$ cat src/rtl/pipe_control_unit_if.sv
// Control/hazard bundle between the 5-stage datapath (master) and pipe_control_unit (slave).
interface pipe_control_unit_if #(
    parameter int REG_AW  = 5,
    parameter int ALU_OPW = 3
);
    logic [5:0]         opcode;
    logic [5:0]         func;
    logic [REG_AW-1:0]  rs_id;
    logic [REG_AW-1:0]  rt_id;
    logic [REG_AW-1:0]  rd_id;
    logic               eq;
    logic               stall;
    logic               flush_ifid;
    logic               pc_src;
    logic [1:0]         jsel;
    logic [ALU_OPW-1:0] ex_alu_op;
    logic               ex_alu_src;
    logic               ex_jal;
    logic               mem_read;
    logic               mem_write;
    logic               wb_reg_write;
    logic               wb_mem_to_reg;
    logic [REG_AW-1:0]  ex_wreg;
    logic [REG_AW-1:0]  mem_wreg;
    logic [REG_AW-1:0]  wb_wreg;
    logic [1:0]         fwd_a;
    logic [1:0]         fwd_b;
    logic               mult_busy;

    modport master (
        output opcode, func, rs_id, rt_id, rd_id, eq,
        input  stall, flush_ifid, pc_src, jsel, ex_alu_op, ex_alu_src, ex_jal,
               mem_read, mem_write, wb_reg_write, wb_mem_to_reg,
               ex_wreg, mem_wreg, wb_wreg, fwd_a, fwd_b, mult_busy
    );

    modport slave (
        input  opcode, func, rs_id, rt_id, rd_id, eq,
        output stall, flush_ifid, pc_src, jsel, ex_alu_op, ex_alu_src, ex_jal,
               mem_read, mem_write, wb_reg_write, wb_mem_to_reg,
               ex_wreg, mem_wreg, wb_wreg, fwd_a, fwd_b, mult_busy
    );
endinterface

$ cat src/rtl/pipe_control_unit.sv
// Decode, ID/EX/MEM/WB control pipeline, stall/flush and EX forwarding for the 5-stage MIPS core.
// Optional multi-cycle multiply interlock is enabled by defining PIPE_CTRL_MULT_EN.
module pipe_control_unit #(
    parameter int REG_AW   = 5,
    parameter int ALU_OPW  = 3
`ifdef PIPE_CTRL_MULT_EN
    ,parameter int MULT_LAT = 4
`endif
) (
    input  logic               clk,
    input  logic               rst_n,
    pipe_control_unit_if.slave bus
);
    localparam logic [5:0] OP_RTYPE = 6'b000000;
    localparam logic [5:0] OP_J     = 6'b000010;
    localparam logic [5:0] OP_JAL   = 6'b000011;
    localparam logic [5:0] OP_BEQ   = 6'b000100;
    localparam logic [5:0] OP_BNE   = 6'b000101;
    localparam logic [5:0] OP_ADDI  = 6'b001000;
    localparam logic [5:0] OP_SLTI  = 6'b001010;
    localparam logic [5:0] OP_LW    = 6'b100011;
    localparam logic [5:0] OP_SW    = 6'b101011;
    localparam logic [5:0] FN_JR    = 6'b001000;
    localparam logic [5:0] FN_MULT  = 6'b011000;

    typedef struct packed {
        logic [ALU_OPW-1:0] alu_op;
        logic               alu_src;
        logic               jal;
        logic               mem_read;
        logic               mem_write;
        logic               reg_write;
        logic               mem_to_reg;
`ifdef PIPE_CTRL_MULT_EN
        logic               mult;
`endif
        logic [REG_AW-1:0]  wreg;
        logic [REG_AW-1:0]  rs;
        logic [REG_AW-1:0]  rt;
    } ex_ctl_t;

    typedef struct packed {
        logic              mem_read;
        logic              mem_write;
        logic              reg_write;
        logic              mem_to_reg;
        logic [REG_AW-1:0] wreg;
    } mem_ctl_t;

    typedef struct packed {
        logic              reg_write;
        logic              mem_to_reg;
        logic [REG_AW-1:0] wreg;
    } wb_ctl_t;

    function automatic logic [ALU_OPW-1:0] rtype_alu(input logic [5:0] fn);
        logic [ALU_OPW-1:0] op;
        case (fn)
            6'b100000: op = ALU_OPW'(3'b010);
            6'b100010: op = ALU_OPW'(3'b110);
            6'b100100: op = ALU_OPW'(3'b000);
            6'b100101: op = ALU_OPW'(3'b001);
            6'b101010: op = ALU_OPW'(3'b111);
            default:   op = ALU_OPW'(3'b101);
        endcase
        return op;
    endfunction

    function automatic logic [1:0] fwd_sel(input logic [REG_AW-1:0] r, input mem_ctl_t m, input wb_ctl_t w);
        logic [1:0] sel;
        if ((r != '0) && m.reg_write && (m.wreg == r)) begin
            sel = 2'b10;
        end else if ((r != '0) && w.reg_write && (w.wreg == r)) begin
            sel = 2'b01;
        end else begin
            sel = 2'b00;
        end
        return sel;
    endfunction

    ex_ctl_t  dec_s, idex_d, idex_q;
    mem_ctl_t exmem_d, exmem_q;
    wb_ctl_t  memwb_d, memwb_q;
    logic       is_br_s, is_jr_s, take_s;
    logic [1:0] jsel_s;
    logic       load_use_s, rs_pend_s, rt_pend_s, haz_s, stall_s, busy_s;

    // ID decode; rs/rt fields carry only the registers the instruction actually reads.
    always_comb begin
        dec_s   = '0;
        is_br_s = 1'b0;
        is_jr_s = 1'b0;
        take_s  = 1'b0;
        jsel_s  = 2'b00;
        case (bus.opcode)
            OP_RTYPE: begin
                case (bus.func)
                    FN_JR: begin
                        dec_s.rs = bus.rs_id;
                        is_jr_s  = 1'b1;
                        take_s   = 1'b1;
                        jsel_s   = 2'b10;
                    end
                    FN_MULT: begin
`ifdef PIPE_CTRL_MULT_EN
                        dec_s.rs   = bus.rs_id;
                        dec_s.rt   = bus.rt_id;
                        dec_s.mult = 1'b1;
`endif
                    end
                    default: begin
                        dec_s.alu_op    = rtype_alu(bus.func);
                        dec_s.reg_write = 1'b1;
                        dec_s.wreg      = bus.rd_id;
                        dec_s.rs        = bus.rs_id;
                        dec_s.rt        = bus.rt_id;
                    end
                endcase
            end
            OP_LW: begin
                dec_s.alu_op     = ALU_OPW'(3'b010);
                dec_s.alu_src    = 1'b1;
                dec_s.mem_read   = 1'b1;
                dec_s.reg_write  = 1'b1;
                dec_s.mem_to_reg = 1'b1;
                dec_s.wreg       = bus.rt_id;
                dec_s.rs         = bus.rs_id;
            end
            OP_SW: begin
                dec_s.alu_op    = ALU_OPW'(3'b010);
                dec_s.alu_src   = 1'b1;
                dec_s.mem_write = 1'b1;
                dec_s.rs        = bus.rs_id;
                dec_s.rt        = bus.rt_id;
            end
            OP_ADDI, OP_SLTI: begin
                dec_s.alu_op    = (bus.opcode == OP_ADDI) ? ALU_OPW'(3'b010) : ALU_OPW'(3'b111);
                dec_s.alu_src   = 1'b1;
                dec_s.reg_write = 1'b1;
                dec_s.wreg      = bus.rt_id;
                dec_s.rs        = bus.rs_id;
            end
            OP_BEQ, OP_BNE: begin
                dec_s.rs = bus.rs_id;
                dec_s.rt = bus.rt_id;
                is_br_s  = 1'b1;
                take_s   = (bus.opcode == OP_BEQ) ? bus.eq : ~bus.eq;
            end
            OP_J: begin
                take_s = 1'b1;
                jsel_s = 2'b01;
            end
            OP_JAL: begin
                dec_s.jal       = 1'b1;
                dec_s.reg_write = 1'b1;
                dec_s.wreg      = {REG_AW{1'b1}};
                take_s          = 1'b1;
                jsel_s          = 2'b01;
            end
            default: dec_s = '0;
        endcase
    end

    // Hazard detection; the ID comparator reads the register file only, so any producer still in EX or MEM blocks it.
    always_comb begin
        load_use_s = idex_q.mem_read && (idex_q.wreg != '0) &&
                     ((idex_q.wreg == dec_s.rs) || (idex_q.wreg == dec_s.rt));
        rs_pend_s  = (bus.rs_id != '0) &&
                     ((idex_q.reg_write && (idex_q.wreg == bus.rs_id)) ||
                      (exmem_q.reg_write && (exmem_q.wreg == bus.rs_id)));
        rt_pend_s  = (bus.rt_id != '0) &&
                     ((idex_q.reg_write && (idex_q.wreg == bus.rt_id)) ||
                      (exmem_q.reg_write && (exmem_q.wreg == bus.rt_id)));
        haz_s      = load_use_s || (is_br_s && (rs_pend_s || rt_pend_s)) || (is_jr_s && rs_pend_s);
        stall_s    = haz_s || busy_s;
    end

    // Next pipeline contents: a busy multiply holds ID/EX and starves EX/MEM, a hazard bubbles ID/EX.
    always_comb begin
        if (busy_s) begin
            idex_d = idex_q;
        end else if (haz_s) begin
            idex_d = '0;
        end else begin
            idex_d = dec_s;
        end
        if (busy_s) begin
            exmem_d = '0;
        end else begin
            exmem_d.mem_read   = idex_q.mem_read;
            exmem_d.mem_write  = idex_q.mem_write;
            exmem_d.reg_write  = idex_q.reg_write;
            exmem_d.mem_to_reg = idex_q.mem_to_reg;
            exmem_d.wreg       = idex_q.wreg;
        end
        memwb_d.reg_write  = exmem_q.reg_write;
        memwb_d.mem_to_reg = exmem_q.mem_to_reg;
        memwb_d.wreg       = exmem_q.wreg;
    end

    // Pipeline registers.
    always_ff @(posedge clk or negedge rst_n) begin
        if (!rst_n) begin
            idex_q  <= '0;
            exmem_q <= '0;
            memwb_q <= '0;
        end else begin
            idex_q  <= idex_d;
            exmem_q <= exmem_d;
            memwb_q <= memwb_d;
        end
    end

`ifdef PIPE_CTRL_MULT_EN
    localparam int CNT_W = (MULT_LAT > 2) ? $clog2(MULT_LAT) : 1;
    logic [CNT_W-1:0] cnt_d, cnt_q;
    logic             busy_d, busy_q;

    // Multiply occupancy counter, loaded as the mult enters EX.
    always_comb begin
        if (cnt_q != '0) begin
            cnt_d = cnt_q - CNT_W'(1);
        end else if (!haz_s && dec_s.mult) begin
            cnt_d = CNT_W'(MULT_LAT - 1);
        end else begin
            cnt_d = '0;
        end
        busy_d = (cnt_d != '0);
    end

    // Counter and busy flag registers.
    always_ff @(posedge clk or negedge rst_n) begin
        if (!rst_n) begin
            cnt_q  <= '0;
            busy_q <= 1'b0;
        end else begin
            cnt_q  <= cnt_d;
            busy_q <= busy_d;
        end
    end

    assign busy_s = busy_q;
`else
    assign busy_s = 1'b0;
`endif

    assign bus.stall         = stall_s;
    assign bus.pc_src        = take_s && !stall_s;
    assign bus.flush_ifid    = take_s && !stall_s;
    assign bus.jsel          = jsel_s;
    assign bus.fwd_a         = fwd_sel(idex_q.rs, exmem_q, memwb_q);
    assign bus.fwd_b         = fwd_sel(idex_q.rt, exmem_q, memwb_q);
    assign bus.ex_alu_op     = idex_q.alu_op;
    assign bus.ex_alu_src    = idex_q.alu_src;
    assign bus.ex_jal        = idex_q.jal;
    assign bus.ex_wreg       = idex_q.wreg;
    assign bus.mem_read      = exmem_q.mem_read;
    assign bus.mem_write     = exmem_q.mem_write;
    assign bus.mem_wreg      = exmem_q.wreg;
    assign bus.wb_reg_write  = memwb_q.reg_write;
    assign bus.wb_mem_to_reg = memwb_q.mem_to_reg;
    assign bus.wb_wreg       = memwb_q.wreg;
    assign bus.mult_busy     = busy_s;
endmodule
$ cat src/flat_wrapper.sv
// flat-port wrapper written by rule: the top's interface ports become plain ports
module pipe_control_unit_flat 
#(
    parameter int REG_AW   = 5,
    parameter int ALU_OPW  = 3

)
  (clk, rst_n, bus_opcode, bus_func, bus_rs_id, bus_rt_id, bus_rd_id, bus_eq, bus_stall, bus_flush_ifid, bus_pc_src, bus_jsel, bus_ex_alu_op, bus_ex_alu_src, bus_ex_jal, bus_mem_read, bus_mem_write, bus_wb_reg_write, bus_wb_mem_to_reg, bus_ex_wreg, bus_mem_wreg, bus_wb_wreg, bus_fwd_a, bus_fwd_b, bus_mult_busy);
  pipe_control_unit_if #(.REG_AW(REG_AW), .ALU_OPW(ALU_OPW)) bus_i ();
  input  logic clk;
  input  logic rst_n;
  input wire logic [$bits(bus_i.opcode)-1:0] bus_opcode;
  input wire logic [$bits(bus_i.func)-1:0] bus_func;
  input wire logic [$bits(bus_i.rs_id)-1:0] bus_rs_id;
  input wire logic [$bits(bus_i.rt_id)-1:0] bus_rt_id;
  input wire logic [$bits(bus_i.rd_id)-1:0] bus_rd_id;
  input wire logic [$bits(bus_i.eq)-1:0] bus_eq;
  output wire logic [$bits(bus_i.stall)-1:0] bus_stall;
  output wire logic [$bits(bus_i.flush_ifid)-1:0] bus_flush_ifid;
  output wire logic [$bits(bus_i.pc_src)-1:0] bus_pc_src;
  output wire logic [$bits(bus_i.jsel)-1:0] bus_jsel;
  output wire logic [$bits(bus_i.ex_alu_op)-1:0] bus_ex_alu_op;
  output wire logic [$bits(bus_i.ex_alu_src)-1:0] bus_ex_alu_src;
  output wire logic [$bits(bus_i.ex_jal)-1:0] bus_ex_jal;
  output wire logic [$bits(bus_i.mem_read)-1:0] bus_mem_read;
  output wire logic [$bits(bus_i.mem_write)-1:0] bus_mem_write;
  output wire logic [$bits(bus_i.wb_reg_write)-1:0] bus_wb_reg_write;
  output wire logic [$bits(bus_i.wb_mem_to_reg)-1:0] bus_wb_mem_to_reg;
  output wire logic [$bits(bus_i.ex_wreg)-1:0] bus_ex_wreg;
  output wire logic [$bits(bus_i.mem_wreg)-1:0] bus_mem_wreg;
  output wire logic [$bits(bus_i.wb_wreg)-1:0] bus_wb_wreg;
  output wire logic [$bits(bus_i.fwd_a)-1:0] bus_fwd_a;
  output wire logic [$bits(bus_i.fwd_b)-1:0] bus_fwd_b;
  output wire logic [$bits(bus_i.mult_busy)-1:0] bus_mult_busy;
  assign bus_i.opcode = bus_opcode;
  assign bus_i.func = bus_func;
  assign bus_i.rs_id = bus_rs_id;
  assign bus_i.rt_id = bus_rt_id;
  assign bus_i.rd_id = bus_rd_id;
  assign bus_i.eq = bus_eq;
  assign bus_stall = bus_i.stall;
  assign bus_flush_ifid = bus_i.flush_ifid;
  assign bus_pc_src = bus_i.pc_src;
  assign bus_jsel = bus_i.jsel;
  assign bus_ex_alu_op = bus_i.ex_alu_op;
  assign bus_ex_alu_src = bus_i.ex_alu_src;
  assign bus_ex_jal = bus_i.ex_jal;
  assign bus_mem_read = bus_i.mem_read;
  assign bus_mem_write = bus_i.mem_write;
  assign bus_wb_reg_write = bus_i.wb_reg_write;
  assign bus_wb_mem_to_reg = bus_i.wb_mem_to_reg;
  assign bus_ex_wreg = bus_i.ex_wreg;
  assign bus_mem_wreg = bus_i.mem_wreg;
  assign bus_wb_wreg = bus_i.wb_wreg;
  assign bus_fwd_a = bus_i.fwd_a;
  assign bus_fwd_b = bus_i.fwd_b;
  assign bus_mult_busy = bus_i.mult_busy;
  pipe_control_unit #(.REG_AW(REG_AW), .ALU_OPW(ALU_OPW)) u_core (.clk(clk), .rst_n(rst_n), .bus(bus_i));
endmodule
$ cat config.mk
export PLATFORM = sky130hd
export DESIGN_NAME = pipe_control_unit_flat
export DESIGN_NICKNAME = d
export VERILOG_FILES = /design/src/rtl/pipe_control_unit_if.sv /design/src/rtl/pipe_control_unit.sv /design/src/flat_wrapper.sv
export SDC_FILE = /design/constraint.sdc
export NUM_CORES = 1
export LEC_CHECK = 0
export CAP_MARGIN = 20
export CORE_UTILIZATION = 49
export CTS_CLUSTER_DIAMETER = 100
export DETAILED_ROUTE_END_ITERATION = 7
export PLACE_DENSITY = 0.81
export SLEW_MARGIN = 20
export SYNTH_ARGS = -nofsm -noshare
export SYNTH_HDL_FRONTEND = slang
export SYNTH_SLANG_ARGS = --single-unit
$ cat constraint.sdc
create_clock -name clk -period 4.5 [get_ports clk]
set_input_delay 0.9 -clock clk [delete_from_list [all_inputs] [get_ports clk]]
set_output_delay 0.9 -clock clk [all_outputs]
set_load 0.01 [all_outputs]
## Word-level counts from Yosys, hierarchy flattened

Index checks and enable logic that the tools add are counted.

- $add $sub $neg: 0
- Multipliers: 0
- Div/mod/pow operators: 0
- Order comparisons: 0
- Eq/ne operators: 25
- Shift operators: 0
- Mux-type cells: 28
- Bitwise gates (word level): 1
- Reduce and logical (&&, ||, !) cells: 42

Operators with widths:

| kind | count |
|---|---|
| $eq 5x5->1 | 10 |
| $eq 6x6->1 const B | 7 |
| $reduce_bool 5->1 | 5 |
| $mux 24 | 1 |
| $pmux 5 s2 | 2 |
| $logic_and 1x1->1 | 19 |
| $eq 6x4->1 const B | 3 |
| $mux 5 | 3 |
| $pmux 3 s5 | 1 |
| $pmux 5 s3 | 1 |
| $eq 6x2->1 const B | 2 |
| $eq 6x3->1 const B | 2 |
| $mux 1 | 11 |
| $reduce_or 2->1 | 5 |
| $pmux 3 s3 | 1 |
| $reduce_or 4->1 | 2 |
| $eq 6x5->1 const B | 1 |
| $logic_not 6->1 | 1 |
| $logic_or 1x1->1 | 6 |
| $mux 2 | 3 |
| $mux 3 | 2 |
| $reduce_or 3->1 | 2 |
| $reduce_or 6->1 | 1 |
| $pmux 2 s2 | 1 |
| 4 further kinds | 4 |

- Register bits: 40
- Bits in latches: 0
- Memory bits (writable): 0
- ROM bits: 0
- Input bits: 30
- Output and inout port bits: 34
- Word-level logic and storage cells: 114
- Memories: 0

## Longest topological paths before layout

- Word-level depth: 11
- Gate-level depth with buffers: 10
- Gate-level depth less buffers: 7

## Worst setup path before layout

OpenSTA, ideal clock, no wires.

- Path type: input port to output port
- Start point: in bus_opcode[1]
- End point: out bus_pc_src
- Data arrival time: 2,963 ps
- Required time: 3,600 ps
- Path slack: 637 ps
- Stages on the path: 9
- Path buffers: 2
- Cells stage by stage: or4b_4 a31oi_1 a21oi_2 nand2b_4 xnor2_2 o41ai_4 buf_6 nor3_2 buf_4

- Word-level cells in the longest chain between the ends: 10
- Elaborated cells between the ends (all ways): 29

RTL lines:

| element | RTL line | text |
|---|---|---|
| start: declaration | flat_wrapper.sv:12 | `input wire logic [$bits(bus_i.opcode)-1:0] bus_opcode;` |
| $eq 6x3->1 (tied with other cells) | pipe_control_unit.sv:95 | `case (bus.opcode)` |
| $reduce_or 6->1 (no line) or $reduce_or 3->1 (tied branches) | -- |  |
| $pmux 5 s2 | pipe_control_unit.sv:95 |  |
| $eq 5x5->1 | pipe_control_unit.sv:167 | `((idex_q.wreg == dec_s.rs) \|\| (idex_q.wreg == dec_s.rt));` |
| $logic_or 1x1->1 | pipe_control_unit.sv:167 |  |
| $logic_and 1x1->1 | pipe_control_unit.sv:166 | `load_use_s = idex_q.mem_read && (idex_q.wreg != '0) &&` |
| $logic_or 1x1->1 (2 in a row) | pipe_control_unit.sv:174 | `haz_s = load_use_s \|\| (is_br_s && (rs_pend_s \|\| rt_pend_s)) \|\| (is_jr_s && rs_pend_s);` |
| $logic_not 1->1 | -- |  |
| $logic_and 1x1->1 * | -- |  |
| end: declaration | flat_wrapper.sv:20 | `output wire logic [$bits(bus_i.pc_src)-1:0] bus_pc_src;` |

Mark *: on every way between the ends. The rest lies on a longest branch, timed or not.

## Worst setup path in the final report

- Start point: in bus_opcode[0]
- End point: out bus_pc_src

- Word-level cells in the longest chain between the ends: 10
- Elaborated cells between the ends (all ways): 29

RTL lines:

| element | RTL line | text |
|---|---|---|
| $eq 6x3->1 (tied with other cells) | pipe_control_unit.sv:95 |  |
| $reduce_or 6->1 (no line) or $reduce_or 3->1 (tied branches) | -- |  |
| $pmux 5 s2 | pipe_control_unit.sv:95 |  |
| $eq 5x5->1 | pipe_control_unit.sv:167 |  |
| $logic_or 1x1->1 | pipe_control_unit.sv:167 |  |
| $logic_and 1x1->1 | pipe_control_unit.sv:166 |  |
| $logic_or 1x1->1 (2 in a row) | pipe_control_unit.sv:174 |  |
| $logic_not 1->1 | pipe_control_unit.sv:248 | `assign bus.pc_src = take_s && !stall_s;` |
| $logic_and 1x1->1 * | pipe_control_unit.sv:248 |  |

Marks and branches as above.

==> results_dict.tcl <==
set metrics [dict create \
    route.met3.wl_um 343 \
    grt_use_total_pct 25.3 \
    cp_common_cell "buf_4" \
    insertedDiodeCount 0 \
    start_kind "primary input" \
    routed-via-count 2091 \
    hpwlAfterDp_um 4740 \
    clock-root-buffer "clkbuf_8" \
    critPathArrivalTime_ps 3430 \
    place_ws_ps -57.1 \
    ys.flop_type "dfrtp_1" \
    critPathSlowestCell "clkdlybuf4s50_1" \
    synth_cells 236 \
    core-area_um2 4690 \
    status "finished clean" \
    seq_area_frac_synth_pct 39.8 \
    cp_data_required_time_ps 3600 \
    syn_area_um2 2390 \
    crit_family "buffers and inverters" \
    grt_antenna_before_repair 0 \
    vias_per_cell 5.70 \
    hp-class "reg2reg" \
    overflow 0 \
    gp_congestion 0.958 \
    htreeDepth 2 \
    die_h_um 71.8 \
    finalHoldViolCount 0 \
    path_cells "clkdlybuf4s50_1 > or3_1 > a211oi_2 > buf_4 > o21ai_1 > a222oi_1 > nand3_1 > o41ai_4 > buf_4 > nor3_2 > dlygate4sd2_1" \
    route.met2.wl_um 3130 \
    worst_pin_slew_ps 804 \
    wl_met1_um 2480 \
    wl_per_cell_um 16.5 \
    grt_max_degree 39 \
    syn_to_final_growth_pct 36.7 \
    grt_pass1_wl_um 9870 \
    power.density_nw_per_um2 228 \
    setup_ws_ps 165 \
    synth-async-reset-ratio_pct 100 \
    rsz0062_at_grt "no" \
    min_period_ps 4330 \
    io_pins 64 \
    clkLatencyLatePin_ps 290 \
    largest_register "u_core.idex_q" \
    drtPass1Iterations 4 \
    fp-row-count 25 \
    drv_slew 0 \
    die_w_um 71.8 \
    synth_cell_types 58 \
    ys_seq_elements 38 \
    synth_top_area_cell "dfrtp_1" \
    clkSinkCount 38 \
    min_period_over_period_pct 96.3 \
    worstPathMaxFanout 7 \
    synth_top_cells_by_area "dfrtp_1 40%, xnor2_1 8.8%, xor2_1 5.1%" \
    fp.dieArea_um2 5160 \
    numPortBuffers 62 \
    final_cell_mix "58 x clkdlybuf4s50_1, 38 x dfrtp_1, 31 x buf_4" \
    cts_tree "done" \
    slew_headroom_pct 46.4 \
    setup_viol 0 \
    cap_viol_max_count 0 \
    crit_type "in2out" \
    avgSynthCellArea_um2 10.1 \
    route.detailed.drc 0 \
    start_util_pct 50.9 \
    final.setup_skew_ps 4.19 \
    grt_pass1_vias 2101 \
    crit_buf_inv 4 \
    synth.top_cell.area_share_pct 39.8 \
    layout-drive-gt1-share_pct 20.4 \
    cts_buffer_depth 2 \
    syn_nets 266 \
    dr.max_layer_used "met4" \
    max_freq_ghz 0.231 \
    clk_pin_slew_ps 70 \
    cts_made_buffers 5 \
    endpoint_kind "primary output" \
    utilization_pct 69.6 \
    ant_nets 0 \
    synth-edff-count 0 \
    total_leakage_power_nw 1.41 \
    synth_warnings 0 \
    ctsHoldBuffers 0 \
    max_stage_delay_ps 460 \
    fin_nets 342 \
    ir_worst_vdd_mv 0.118 \
    final_common_cell "clkdlybuf4s50_1" \
    drt-total-wl_um 6060 \
    drtIter0Drc 106 \
    largest_reg_flops 10 \
]
[worst register-to-register path: stages (launching register included)]
cell	delay (ps)
dfrtp_1	530
or4_1	560
o21ai_0	460
a21oi_1	80
nand3_1	170
o41ai_4	110
buf_4	230
nor4b_1	390
[worst paths after layout]
path | start | end | slack [ps] | cells after the start
min in group asynchronous | rst_n | u_core.bus.wb_wreg[4] | 700 | 1
max reg2reg | u_core.bus.ex_wreg[1] | u_core.idex_q[6] | 1850 | 7
min | u_core.exmem_d[7] | u_core.bus.mem_write | 370 | 0
max | bus_opcode[0] | bus_pc_src | 170 | 11
min reg2reg | u_core.exmem_d[7] | u_core.bus.mem_write | 370 | 0
max in group asynchronous | rst_n | u_core.idex_q[7] | 3300 | 1
[Yosys cell counts, types with 2 or more instances]
cell type,number
nand2_1,8
xor2_1,14
nor3_1,6
or3_1,3
a221oi_1,5
xnor2_1,24
nand3_1,3
buf_4,16
dfrtp_1,38
nor4b_1,5
nor3_2,6
inv_1,6
nand4_1,4
a21oi_1,4
nor4b_2,2
o21ai_1,2
buf_6,2
nor4_1,7
o21ai_0,4
nor2b_1,3
nor2_1,23
clkbuf_1,7
or4_1,4
a32oi_1,2
a31oi_1,4
a21oi_2,2
[layer usage]
metal  track usage [%]  up-vias
li1                  -      996
met1              30.7      992
met3              4.64       11
met5                 0        -
met2              44.3       92
met4              10.2        0
[stage by stage]
stage,hold slack (ps),area [µm²],instances,total power [W],TNS [ps]
5_1_grt,388,3270,367,0.000779,0
4_1_cts,383,3270,367,0.000753,0
2_1_floorplan,331,2390,236,0.000430,0
6_report,375,3270,367,0.000745,0
3_3_place_gp,337,3150,358,0.000506,-46.7
3_5_place_dp,365,3150,358,0.000510,-143
[logic make-up (layout without fill, tap and decap cells)]
logic type,Yosys count,count (layout),synth area share [%]
simple gates,89,89,24.0
flops,38,38,39.8
xor+xnor,39,39,14.6
compound gates,37,37,12.9
buf+inv,31,108,8.01
mux,1,1,0.419
other cells,1,1,0.157
[report_power, final]
group,internal (W),total (W),leakage (nW),switching [W]
Clock,0.000123,0.000241,0.0472,0.000118
Combinational,0.0000776,0.000141,0.838,0.0000633
Sequential,0.000350,0.000364,0.525,0.0000136
Total,0.000551,0.000745,1.41,0.000195
[what timing repair did]
action / CTS / global route
buffers inserted: 1 / 0
gates resized for setup: 6 / 0
setup endpoints to repair: 3 / 0
[area by class of cell]
cell class	instances	area, µm²
fillers	347	1430
multi-input cells	167	1260
flip-flops and latches	38	951
repair buffers	94	865
clock buffers	6	82.6
well taps	54	67.6
inverters	6	22.5
clock inverters	2	12.5
(Power assumes the default switching activity.)
